<file path="src/rtl/island_pkg.sv">
// Shared definitions for the island extractor: FSM encoding, clog2 and derived widths.
// The optional sum path is enabled with the ISLAND_SUM_EN macro.
package island_pkg;

    typedef enum logic {
        IDLE   = 1'b0,
        ACTIVE = 1'b1
    } state_t;

    localparam int DEF_BITS      = 31;
    localparam int DEF_LANES     = 4;
    localparam int DEF_LEN_BITS  = 16;
    localparam int DEF_MAX_BEATS = 4096;

    function automatic int clog2(input int value);
        int result;
        int rem;
        result = 0;
        rem    = value - 1;
        while (rem > 0) begin
            result = result + 1;
            rem    = rem >> 1;
        end
        return result;
    endfunction

    // A lane index needs at least one bit even when there is a single lane.
    function automatic int lane_idx_bits(input int lanes);
        return (clog2(lanes) > 0) ? clog2(lanes) : 1;
    endfunction

    function automatic int peak_idx_bits(input int lanes, input int len_bits);
        return len_bits + clog2(lanes);
    endfunction

    function automatic int sum_bits(input int bits, input int lanes, input int len_bits);
        return bits + len_bits + clog2(lanes);
    endfunction

endpackage

</file>
<file path="src/rtl/lane_reduce.sv">
// Per-beat max/argmax (and sum when ISLAND_SUM_EN is defined) over LANES samples,
// as an input register followed by a registered pairwise tree: log2(LANES)+1 cycles.
module lane_reduce
    import island_pkg::*;
#(
    parameter int BITS  = DEF_BITS,
    parameter int LANES = DEF_LANES
) (
    input  logic                                clk,
    input  logic                                reset_n,
    input  logic [LANES*BITS-1:0]               samples,
    output logic signed [BITS-1:0]              beat_max,
    output logic [lane_idx_bits(LANES)-1:0]     beat_lane
`ifdef ISLAND_SUM_EN
    ,
    output logic signed [BITS+clog2(LANES)-1:0] beat_sum
`endif
);

    localparam int LG = clog2(LANES);
    localparam int LW = lane_idx_bits(LANES);
    localparam int SW = BITS + LG;

    for (genvar l = 0; l <= LG; l++) begin : lvl
        localparam int N = LANES >> l;

        logic signed [BITS-1:0] mx [N];
        logic [LW-1:0]          ix [N];
`ifdef ISLAND_SUM_EN
        logic signed [SW-1:0]   sm [N];
`endif

        if (l == 0) begin : g_in
            always_ff @(posedge clk) begin
                for (int n = 0; n < N; n++) begin
                    if (!reset_n) begin
                        mx[n] <= '0;
                        ix[n] <= '0;
                    end else begin
                        mx[n] <= samples[n*BITS +: BITS];
                        ix[n] <= LW'(n);
                    end
                end
            end
`ifdef ISLAND_SUM_EN
            always_ff @(posedge clk) begin
                for (int n = 0; n < N; n++) begin
                    if (!reset_n) begin
                        sm[n] <= '0;
                    end else begin
                        sm[n] <= SW'(signed'(samples[n*BITS +: BITS]));
                    end
                end
            end
`endif
        end else begin : g_node
            // The right (later) child wins only when strictly greater, so ties keep the earliest lane.
            always_ff @(posedge clk) begin
                for (int n = 0; n < N; n++) begin
                    if (!reset_n) begin
                        mx[n] <= '0;
                        ix[n] <= '0;
                    end else if (lvl[l-1].mx[2*n+1] > lvl[l-1].mx[2*n]) begin
                        mx[n] <= lvl[l-1].mx[2*n+1];
                        ix[n] <= lvl[l-1].ix[2*n+1];
                    end else begin
                        mx[n] <= lvl[l-1].mx[2*n];
                        ix[n] <= lvl[l-1].ix[2*n];
                    end
                end
            end
`ifdef ISLAND_SUM_EN
            always_ff @(posedge clk) begin
                for (int n = 0; n < N; n++) begin
                    if (!reset_n) begin
                        sm[n] <= '0;
                    end else begin
                        sm[n] <= lvl[l-1].sm[2*n] + lvl[l-1].sm[2*n+1];
                    end
                end
            end
`endif
        end
    end

    assign beat_max  = lvl[LG].mx[0];
    assign beat_lane = lvl[LG].ix[0];
`ifdef ISLAND_SUM_EN
    assign beat_sum  = lvl[LG].sm[0];
`endif

endmodule

</file>
<file path="src/rtl/island_extractor.sv">
// Tracks runs of triggered beats ("islands") and reports peak, peak index, length and sum.
// The sum accumulator and q_sum exist only when ISLAND_SUM_EN is defined; otherwise q_sum is 0.
module island_extractor
    import island_pkg::*;
#(
    parameter int BITS      = DEF_BITS,
    parameter int LANES     = DEF_LANES,
    parameter int LEN_BITS  = DEF_LEN_BITS,
    parameter int MAX_BEATS = DEF_MAX_BEATS
) (
    input  logic                                        clk,
    input  logic                                        reset_n,
    input  logic                                        trig,
    input  logic [LANES*BITS-1:0]                       samples,
    output logic                                        valid_out,
    output logic signed [BITS-1:0]                      q_peak,
    output logic [peak_idx_bits(LANES, LEN_BITS)-1:0]   peak_idx,
    output logic signed [sum_bits(BITS, LANES, LEN_BITS)-1:0] q_sum,
    output logic [LEN_BITS-1:0]                         island_len,
    output logic                                        forced
);

    localparam int LG    = clog2(LANES);
    localparam int LW    = lane_idx_bits(LANES);
    localparam int D     = LG + 1;
    localparam int IW    = peak_idx_bits(LANES, LEN_BITS);
    localparam int SUM_W = sum_bits(BITS, LANES, LEN_BITS);

    logic [D-1:0]           trig_pipe;
    logic                   beat_trig;
    logic signed [BITS-1:0] beat_max;
    logic [LW-1:0]          beat_lane;
    logic [IW-1:0]          beat_pos;

    state_t                 state, next_state;
    logic [LEN_BITS-1:0]    count, next_count;
    logic signed [BITS-1:0] acc_peak, next_peak;
    logic [IW-1:0]          acc_idx, next_idx;
    logic                   close, load;

    logic                   pend;
    logic signed [BITS-1:0] res_peak;
    logic [IW-1:0]          res_idx;
    logic [LEN_BITS-1:0]    res_len;
    logic                   res_forced;

`ifdef ISLAND_SUM_EN
    logic signed [BITS+LG-1:0] beat_sum;
    logic signed [SUM_W-1:0]   acc_sum, next_sum, res_sum;
`endif

    assign beat_trig = trig_pipe[D-1];
    assign beat_pos  = IW'(count) * IW'(LANES) + IW'(beat_lane);

    lane_reduce #(
        .BITS  (BITS),
        .LANES (LANES)
    ) u_reduce (
        .clk       (clk),
        .reset_n   (reset_n),
        .samples   (samples),
        .beat_max  (beat_max),
        .beat_lane (beat_lane)
`ifdef ISLAND_SUM_EN
        ,
        .beat_sum  (beat_sum)
`endif
    );

    // A close is only known one beat after the island's last beat; a triggered beat arriving
    // at a forced close immediately opens the next island so that no data is dropped.
    always_comb begin
        next_state = state;
        next_count = count;
        next_peak  = acc_peak;
        next_idx   = acc_idx;
        close      = 1'b0;
        load       = 1'b0;
`ifdef ISLAND_SUM_EN
        next_sum   = acc_sum;
`endif
        case (state)
            IDLE: begin
                load = beat_trig;
            end
            ACTIVE: begin
                if (beat_trig && count != LEN_BITS'(MAX_BEATS)) begin
                    next_count = count + LEN_BITS'(1);
                    if (beat_max > acc_peak) begin
                        next_peak = beat_max;
                        next_idx  = beat_pos;
                    end
`ifdef ISLAND_SUM_EN
                    next_sum = acc_sum + SUM_W'(beat_sum);
`endif
                end else begin
                    close      = 1'b1;
                    load       = beat_trig;
                    next_state = IDLE;
                end
            end
            default: next_state = IDLE;
        endcase
        if (load) begin
            next_state = ACTIVE;
            next_count = LEN_BITS'(1);
            next_peak  = beat_max;
            next_idx   = IW'(beat_lane);
`ifdef ISLAND_SUM_EN
            next_sum   = SUM_W'(beat_sum);
`endif
        end
    end

    // Closed results wait one cycle in res_* before being published on the outputs.
    always_ff @(posedge clk) begin
        if (!reset_n) begin
            trig_pipe  <= '0;
            state      <= IDLE;
            count      <= '0;
            acc_peak   <= '0;
            acc_idx    <= '0;
            pend       <= 1'b0;
            res_peak   <= '0;
            res_idx    <= '0;
            res_len    <= '0;
            res_forced <= 1'b0;
            valid_out  <= 1'b0;
            q_peak     <= '0;
            peak_idx   <= '0;
            island_len <= '0;
            forced     <= 1'b0;
        end else begin
            trig_pipe <= (trig_pipe << 1) | D'(trig);
            state     <= next_state;
            count     <= next_count;
            acc_peak  <= next_peak;
            acc_idx   <= next_idx;
            pend      <= close;
            if (close) begin
                res_peak   <= acc_peak;
                res_idx    <= acc_idx;
                res_len    <= count;
                res_forced <= beat_trig;
            end
            valid_out <= pend;
            if (pend) begin
                q_peak     <= res_peak;
                peak_idx   <= res_idx;
                island_len <= res_len;
                forced     <= res_forced;
            end
        end
    end

`ifdef ISLAND_SUM_EN
    always_ff @(posedge clk) begin
        if (!reset_n) begin
            acc_sum <= '0;
            res_sum <= '0;
            q_sum   <= '0;
        end else begin
            acc_sum <= next_sum;
            if (close) begin
                res_sum <= acc_sum;
            end
            if (pend) begin
                q_sum <= res_sum;
            end
        end
    end
`else
    assign q_sum = '0;
`endif

endmodule
</file>
<file path="config.mk">
export PLATFORM = sky130hd
export DESIGN_NAME = island_extractor
export DESIGN_NICKNAME = d
export VERILOG_FILES = /design/src/rtl/island_pkg.sv /design/src/rtl/lane_reduce.sv /design/src/rtl/island_extractor.sv
export SDC_FILE = /design/constraint.sdc
export NUM_CORES = 1
export LEC_CHECK = 0
export CORE_MARGIN = 1
export CORE_UTILIZATION = 49
export CTS_CLUSTER_DIAMETER = 100
export DETAILED_ROUTE_END_ITERATION = 16
export GPL_ROUTABILITY_DRIVEN = 1
export MAX_ROUTING_LAYER = met4
export PLACE_DENSITY_LB_ADDON = 0.12
export SLEW_MARGIN = 15
export SYNTH_ARGS = -nofsm -noshare
export SYNTH_HDL_FRONTEND = slang
export SYNTH_HIERARCHICAL = 1
export SYNTH_SLANG_ARGS = --single-unit
export TNS_END_PERCENT = 50
</file>
<file path="constraint.sdc">
create_clock -name clk -period 3.1 [get_ports clk]
set_input_delay 0.31 -clock clk [delete_from_list [all_inputs] [get_ports clk]]
set_output_delay 0.31 -clock clk [all_outputs]
set_load 0.1 [all_outputs]
</file>
==> summary.txt <==
Clock tree
  – Post-CTS Setup Inserts: 0
  – Cts bufs inserted: 44
  – CTS HTree Levels: 2
  – CTS tree: built
  – Root buf cell: clkbuf_16
  – Clk sink count: 427
  – Clock tree buffer depth: 3
  – Clk_lat worst skew: 570 ps
  – Hold buffer count at CTS: 0
  – Reg clk slew, reported paths: 60 ps

Place
  – GP Congestion: 0.933
  – Worst slack, placed: -194 ps
  – DP Wirelength: 28800 um
  – IO Port Bufs: 193
  – Placed cells: 2739
  – Placed cell area: 0.0220 mm^2

STA
  – Final hold slack: 188 ps
  – Worst Max-Slew Pin Slew: 1170 ps
  – PnR worst setup slack: 71.1 ps
  – Final setup violation count: 0
  – Setup TNS: 0 ps
  – Layout Skew: 22.3 ps
  – Final Hold Viols: 0
  – Pins Over Slew Limit: 0
  – Fmax: 0.330 GHz
  – Worst slew margin: 0.221
  – Min Tclk post-route: 3030 ps
  – RSZ-0062 raised after global routing: false
  – Period utilization: 0.977

Die
  – Initial Utilization: 0.502
  – Core Region: 0.0390 mm^2
  – Die Span X: 202 um
  – FP Rows: 72
  – Die Area: 0.0408 mm^2
  – Die Y: 202 um
  – Num ports: 243

Drt
  – Vias: 13.4k
  – Post-DRT Antenna Nets: 0
  – Drt drc: 0
  – Initial drt markers: 577
  – DRT Wirelength: 38900 um
  – Router iterations before antenna repair: 5
  – Drt via density: 4.75
  – WL/cell: 13.8 um

Final layout
  – Layout cells sized above 1: 0.0716
  – Layout area overhead: 20.1%
  – Final core utilization: 0.603
  – N_diodes: 0
  – Post-route cell area: 0.0235 mm^2
  – Reg area: 0.00953 mm^2
  – Fillcell total: 3308
  – Layout Cells excl Fill: 2821
  – Nets@finish: 2520
  – Footprint of the multi-input gates: 0.00921 mm^2

Worst setup path
  – Max FO, Critical Path: 33
  – CP max stage cell: nor3_1
  – Worst EP arrival: 3420 ps
  – Max incr delay on CP: 580 ps
  – Crit Path Class: flop to flop
  – Worst Path Required: 3490 ps
  – CP Buf/Inv Count: 1
  – Worst path cell trace: ha_1 > nand4_1 > nor3_1 > o31ai_1 > o211ai_1 > a21oi_2 > mux2i_4 > buf_12 > mux2i_1
  – Top Family by Delay on Critical Path: simple AND/OR/NAND/NOR gates
  – Crit end category: flop
  – CP Launch Type: flop

Logic synthesis
  – Commonest register cell after synthesis: dfxtp_1
  – Async S/R FF share, synth: 0
  – Top post-synthesis cells by count: nand2_1 (421), dfxtp_1 (329), mux2i_1 (194)
  – Mapped Area: 0.0196 mm^2
  – EDFF count, synth: 98
  – Synth Area in XOR/XNOR: 0.00626
  – Synth Area in Adders: 0.0805
  – Largest cells by area after synthesis: dfxtp_1 (34%), edfxtp_1 (15%), mux2i_1 (9.9%)
  – Flops & latches, synth: 427
  – Synth Area in Simple Gates: 0.183
  – Seq/Total Area, Yosys: 0.487
  – Synth area leader: dfxtp_1
  – Largest family of logic cells by synthesized area: simple AND/OR/NAND/NOR gates
  – Most instantiated library cell after synthesis: nand2_1
  – Compound-gate portion of the synthesized area: 0.0700
  – Synth unique cells: 66
  – Post-synth top area share: 0.336
  – Syn Area/Cell: 9.76 um^2
  – Mux cell area share after synthesis: 0.100
  – Syn Inst Count: 2005
  – Yosys warning total: 6

Outcome
  – Status: complete, no violations

Global routing
  – Global-route wire length before repair: 64000 um
  – GR Util All Layers: 0.198
  – Gr ovfl total: 0
  – Initial antenna violation count: 0
  – Largest net degree at the start of global routing: 120
  – Vias in the first global route: 13.2k

Flow run
  – Max-Cap Viols: 0

Power
  – Pwr per Cell Area: 549 mW/mm^2
  – Leak pwr: 9.64 nW
  – VDD IR-drop max: 0.000369 V
  – Total Power: 12.9 mW

Min path
  – Min-delay worst type: primary input to flop
layout by cell type (no fill, tap or decap), types with 5 or more instances in the layout:
master,Yosys,layout
xor2_1,6,6
clkbuf_16,0,51
inv_1,132,132
edfxtp_1,98,98
clkbuf_8,0,8
nand3_1,35,35
o21ai_1,10,10
and3_1,6,6
xnor2_1,8,8
nand2_1,421,420
a21boi_0,48,48
nor2_1,41,41
a21oi_1,57,56
dfxtp_1,329,328
clkdlybuf4s50_1,0,147
ha_1,126,126
clkbuf_1,75,17
mux2i_1,194,194
o21ai_0,23,23
a21o_1,8,8
buf_4,52,67
a221oi_1,5,5
buf_12,9,7
nor3_1,6,6
and2_1,130,130
a21boi_1,19,18
conb_1,2,147
nor2b_1,68,68
nand4_1,21,21
and4_1,5,5
worst reg2reg max path: stages (launching register included):
cell      delay, ps
edfxtp_1        430
ha_1            330
nand4_1         140
nor3_1          580
o31ai_1         210
o211ai_1        280
a21oi_2         160
mux2i_4         210
buf_12          260
mux2i_1         260
path summary, 6_finish.rpt:
kind	startpoint	end	slack, ps	cells after the start
setup / recovery	u_reduce/lvl[1].mx[1][12]	u_reduce/lvl[2].mx[0][4]	70	9
hold / removal	reset_n	u_reduce/lvl[0].ix[1][1]	190	1
setup reg to reg	u_reduce/lvl[1].mx[1][12]	u_reduce/lvl[2].mx[0][4]	70	9
hold reg to reg	trig_pipe[1]	trig_pipe[2]	440	1
layer usage:
layer  share of wire  vias to the layer above  track usage
met5               0                        -            -
met3           0.040                       86       0.0293
met1            0.48                     6045        0.255
met2            0.44                      288        0.306
met4           0.039                        0       0.0952
li1                -                     6989            -
power breakdown:
part           internal [mW]  leakage [nW]  total, mW  switching [mW]
Clock                   3.19         0.731       5.31            2.12
Combinational          0.638          5.20       1.54           0.907
Sequential              5.92          3.71       6.06           0.131
Total                   9.76          9.64       12.9            3.15
area by class of cell:
cell class	instances	area share
sequential	427	0.406
multi-input combinational	1440	0.392
timing repair buffer	222	0.0906
clock buffer	77	0.0620
tap	518	0.0276
inverter	132	0.0211
clock inverter	5	0.00138
registers in the layout (all words and copies together) (netlist names):
name,cells
res_peak,31
pend,1
res_len,16
valid_out,1
u_reduce/lvl.ix,7
island_len,16
state,1
res_forced,1
res_idx,18
count,16
peak_idx,18
acc_peak,31
trig_pipe,3
u_reduce/lvl.mx,217
q_peak,31
acc_idx,18
forced,1
repair_timing:
action	in CTS	in global routing
pin swaps	0	1
gates resized for setup	2	1
endpoints found under the hold margin	0	0
setup endpoints to repair	31	14
kinds of logic (layout without fill, tap and decap cells):
logic type               count (synthesis)  after routing
AND/OR/NAND/NOR                        756            756
flip-flops                             427            427
buffers and inverters                  283            436
AO/OA/AOI/OAI                          202            202
multiplexers                           195            195
adder cells (fa/ha/maj)                126            126
XOR/XNOR                                14             14
other                                    2            147
Note: power is estimated with default switching activity, not from simulation.
==> variant: new RTL, same flow settings <==
Change the package constant `DEF_LEN_BITS` from 16 to 32.
--- a/src/rtl/island_pkg.sv
+++ b/src/rtl/island_pkg.sv
@@ -11,3 +11,3 @@
     localparam int DEF_LANES     = 4;
-    localparam int DEF_LEN_BITS  = 16;
+    localparam int DEF_LEN_BITS  = 32;
     localparam int DEF_MAX_BEATS = 4096;
Ports: changed (resized island_len, peak_idx and q_sum); port bits go from 243 to 291. The function was not compared with the original's and may differ.
==> variant against the original RTL <==
Wire length grew 25%; power grew 18%; largest cell class unchanged; count of clock-buffer cells in the layout grew 8; design area grew 16%; final cell count grew 18%; global-route usage grew 1.5 points; combinational power grew 7%; area after synthesis grew 16%; setup slack gained 110 ps; sequential cell count grew 96.
==> variant: results (changes against the original RTL) <==
Status = complete, no violations
Initial DRC count = 817 (+42%)
Share of layout cells above drive strength 1 = 6.49% (-0.68 points)
Postcts setup bufs = 0 (unchanged)
Synth Area in XOR/XNOR = 0.884% (+0.26 points)
Critical Path AT = 3450 ps (+30 ps)
R2R setup slack = 180 ps (+110 ps)
Layout buffer count excluding clock buffers = 252 (+14%)
Register area = 11500 µm² (+20%)
Avg WL per Cell = 14.7 µm (+6.3%)
Final HPWL DP = 35300 µm (+23%)
Multi-input logic cell count = 1727 (+20%)
Filler Cell Count = 3948 (+19%)
First-pass GRT wire length = 80100 µm (+25%)
Static Leak = 10.7 nW (+11%)
Worst reg2reg startpoint = u_reduce/lvl[2].mx[0][30]
Clock skew = 26.1 ps (+3.81 ps)
Worst Setup SP = u_reduce/lvl[2].mx[0][30]
Tapcell Cnt = 600 (+16%)
Via Count = 16500 (+23%)
Switching Share = 24.8% (+0.40 points)
R2R depth = 10 (+1)
Worst setup path endpoint = acc_peak[30]
Clk tree area frac = 6.32% (-0.021 points)
Crit path max-delay cell type = or4b_1
Clk_buf instances = 85 (+10%)
Area post-placement = 25500 µm² (+16%)
IO Port Bufs = 225 (+17%)
Area contributors post-synth = dfxtp_1 37%, edfxtp_1 13%, mux2i_1 8.6%, nand2_1 7.1%, ha_1 6.9%
Delay of the slowest critical-path stage = 480 ps (-100 ps)
HP Start = samples[83]
First-pass DRT Iterations = 7 (+2)
Largest net degree at the start of global routing = 139 (+16%)
Hold endpoint = u_reduce/lvl[0].mx[2][21]
Worst skew pair latency = 620 ps (+50 ps)
GRT Overall Usage = 21.4% (+1.5 points)
Logic inverters = 134 (+1.5%)
CTS resizes = 1 (-1)
Comb pwr = 1.65 mW (+7%)
Compound-Gate Fraction of Synth Area = 8.32% (+1.3 points)
CTS buffer count = 53 (+20%)
Worst vdd ir = 402 µV (+8.8%)
Commonest cells in the netlist = 430 x nand2_1, 425 x dfxtp_1, 210 x a21oi_1, 196 x mux2i_1, 146 x nor2_1
Signal buf overhead = 9.34% (+0.28 points)
Hold path depth = 2 (+1)
Crit Path Max Fanout = 24 (-27%)
Sw Pwr = 3.77 mW (+19%)
P_clk = 6.21 mW (+17%)
Final GP Congestion = 0.863 (-7.5%)
Area of the multi-input gates = 10400 µm² (+13%)
#FFs+latches synth = 523 (+22%)
-- variant: metrics by stage --
stage	std cells	hold WS, ps	util (%)	setup TNS (ps)	worst slack, ps
finish	3329	268	60.0	0	178
global route	3329	254	60.0	-53.1	-19.1
CTS	3327	239	59.8	0	62.0
detailed placement	3234	430	56.0	-11.3	-11.3
global placement	3234	430	56.0	0	5.34
floorplan	2589	338	-	0	291
-- variant: logic make-up after synthesis --
kind of cell    Yosys count
other cells               2
simple gates            875
mux                     197
buf+inv                 340
xor+xnor                 23
compound gates          342
flops                   523
fa+ha+maj               126
-- variant: per-layer routing --
| metal | global-route usage, % | vias to the layer above | wire length, µm |
|---|---|---|---|
| met5 | - | - | 0 |
| met4 | 6.15 | 0 | 1200 |
| met3 | 3.36 | 73 | 2030 |
| met2 | 35.3 | 336 | 23500 |
| met1 | 26.9 | 7593 | 22200 |
| li1 | - | 8450 | - |
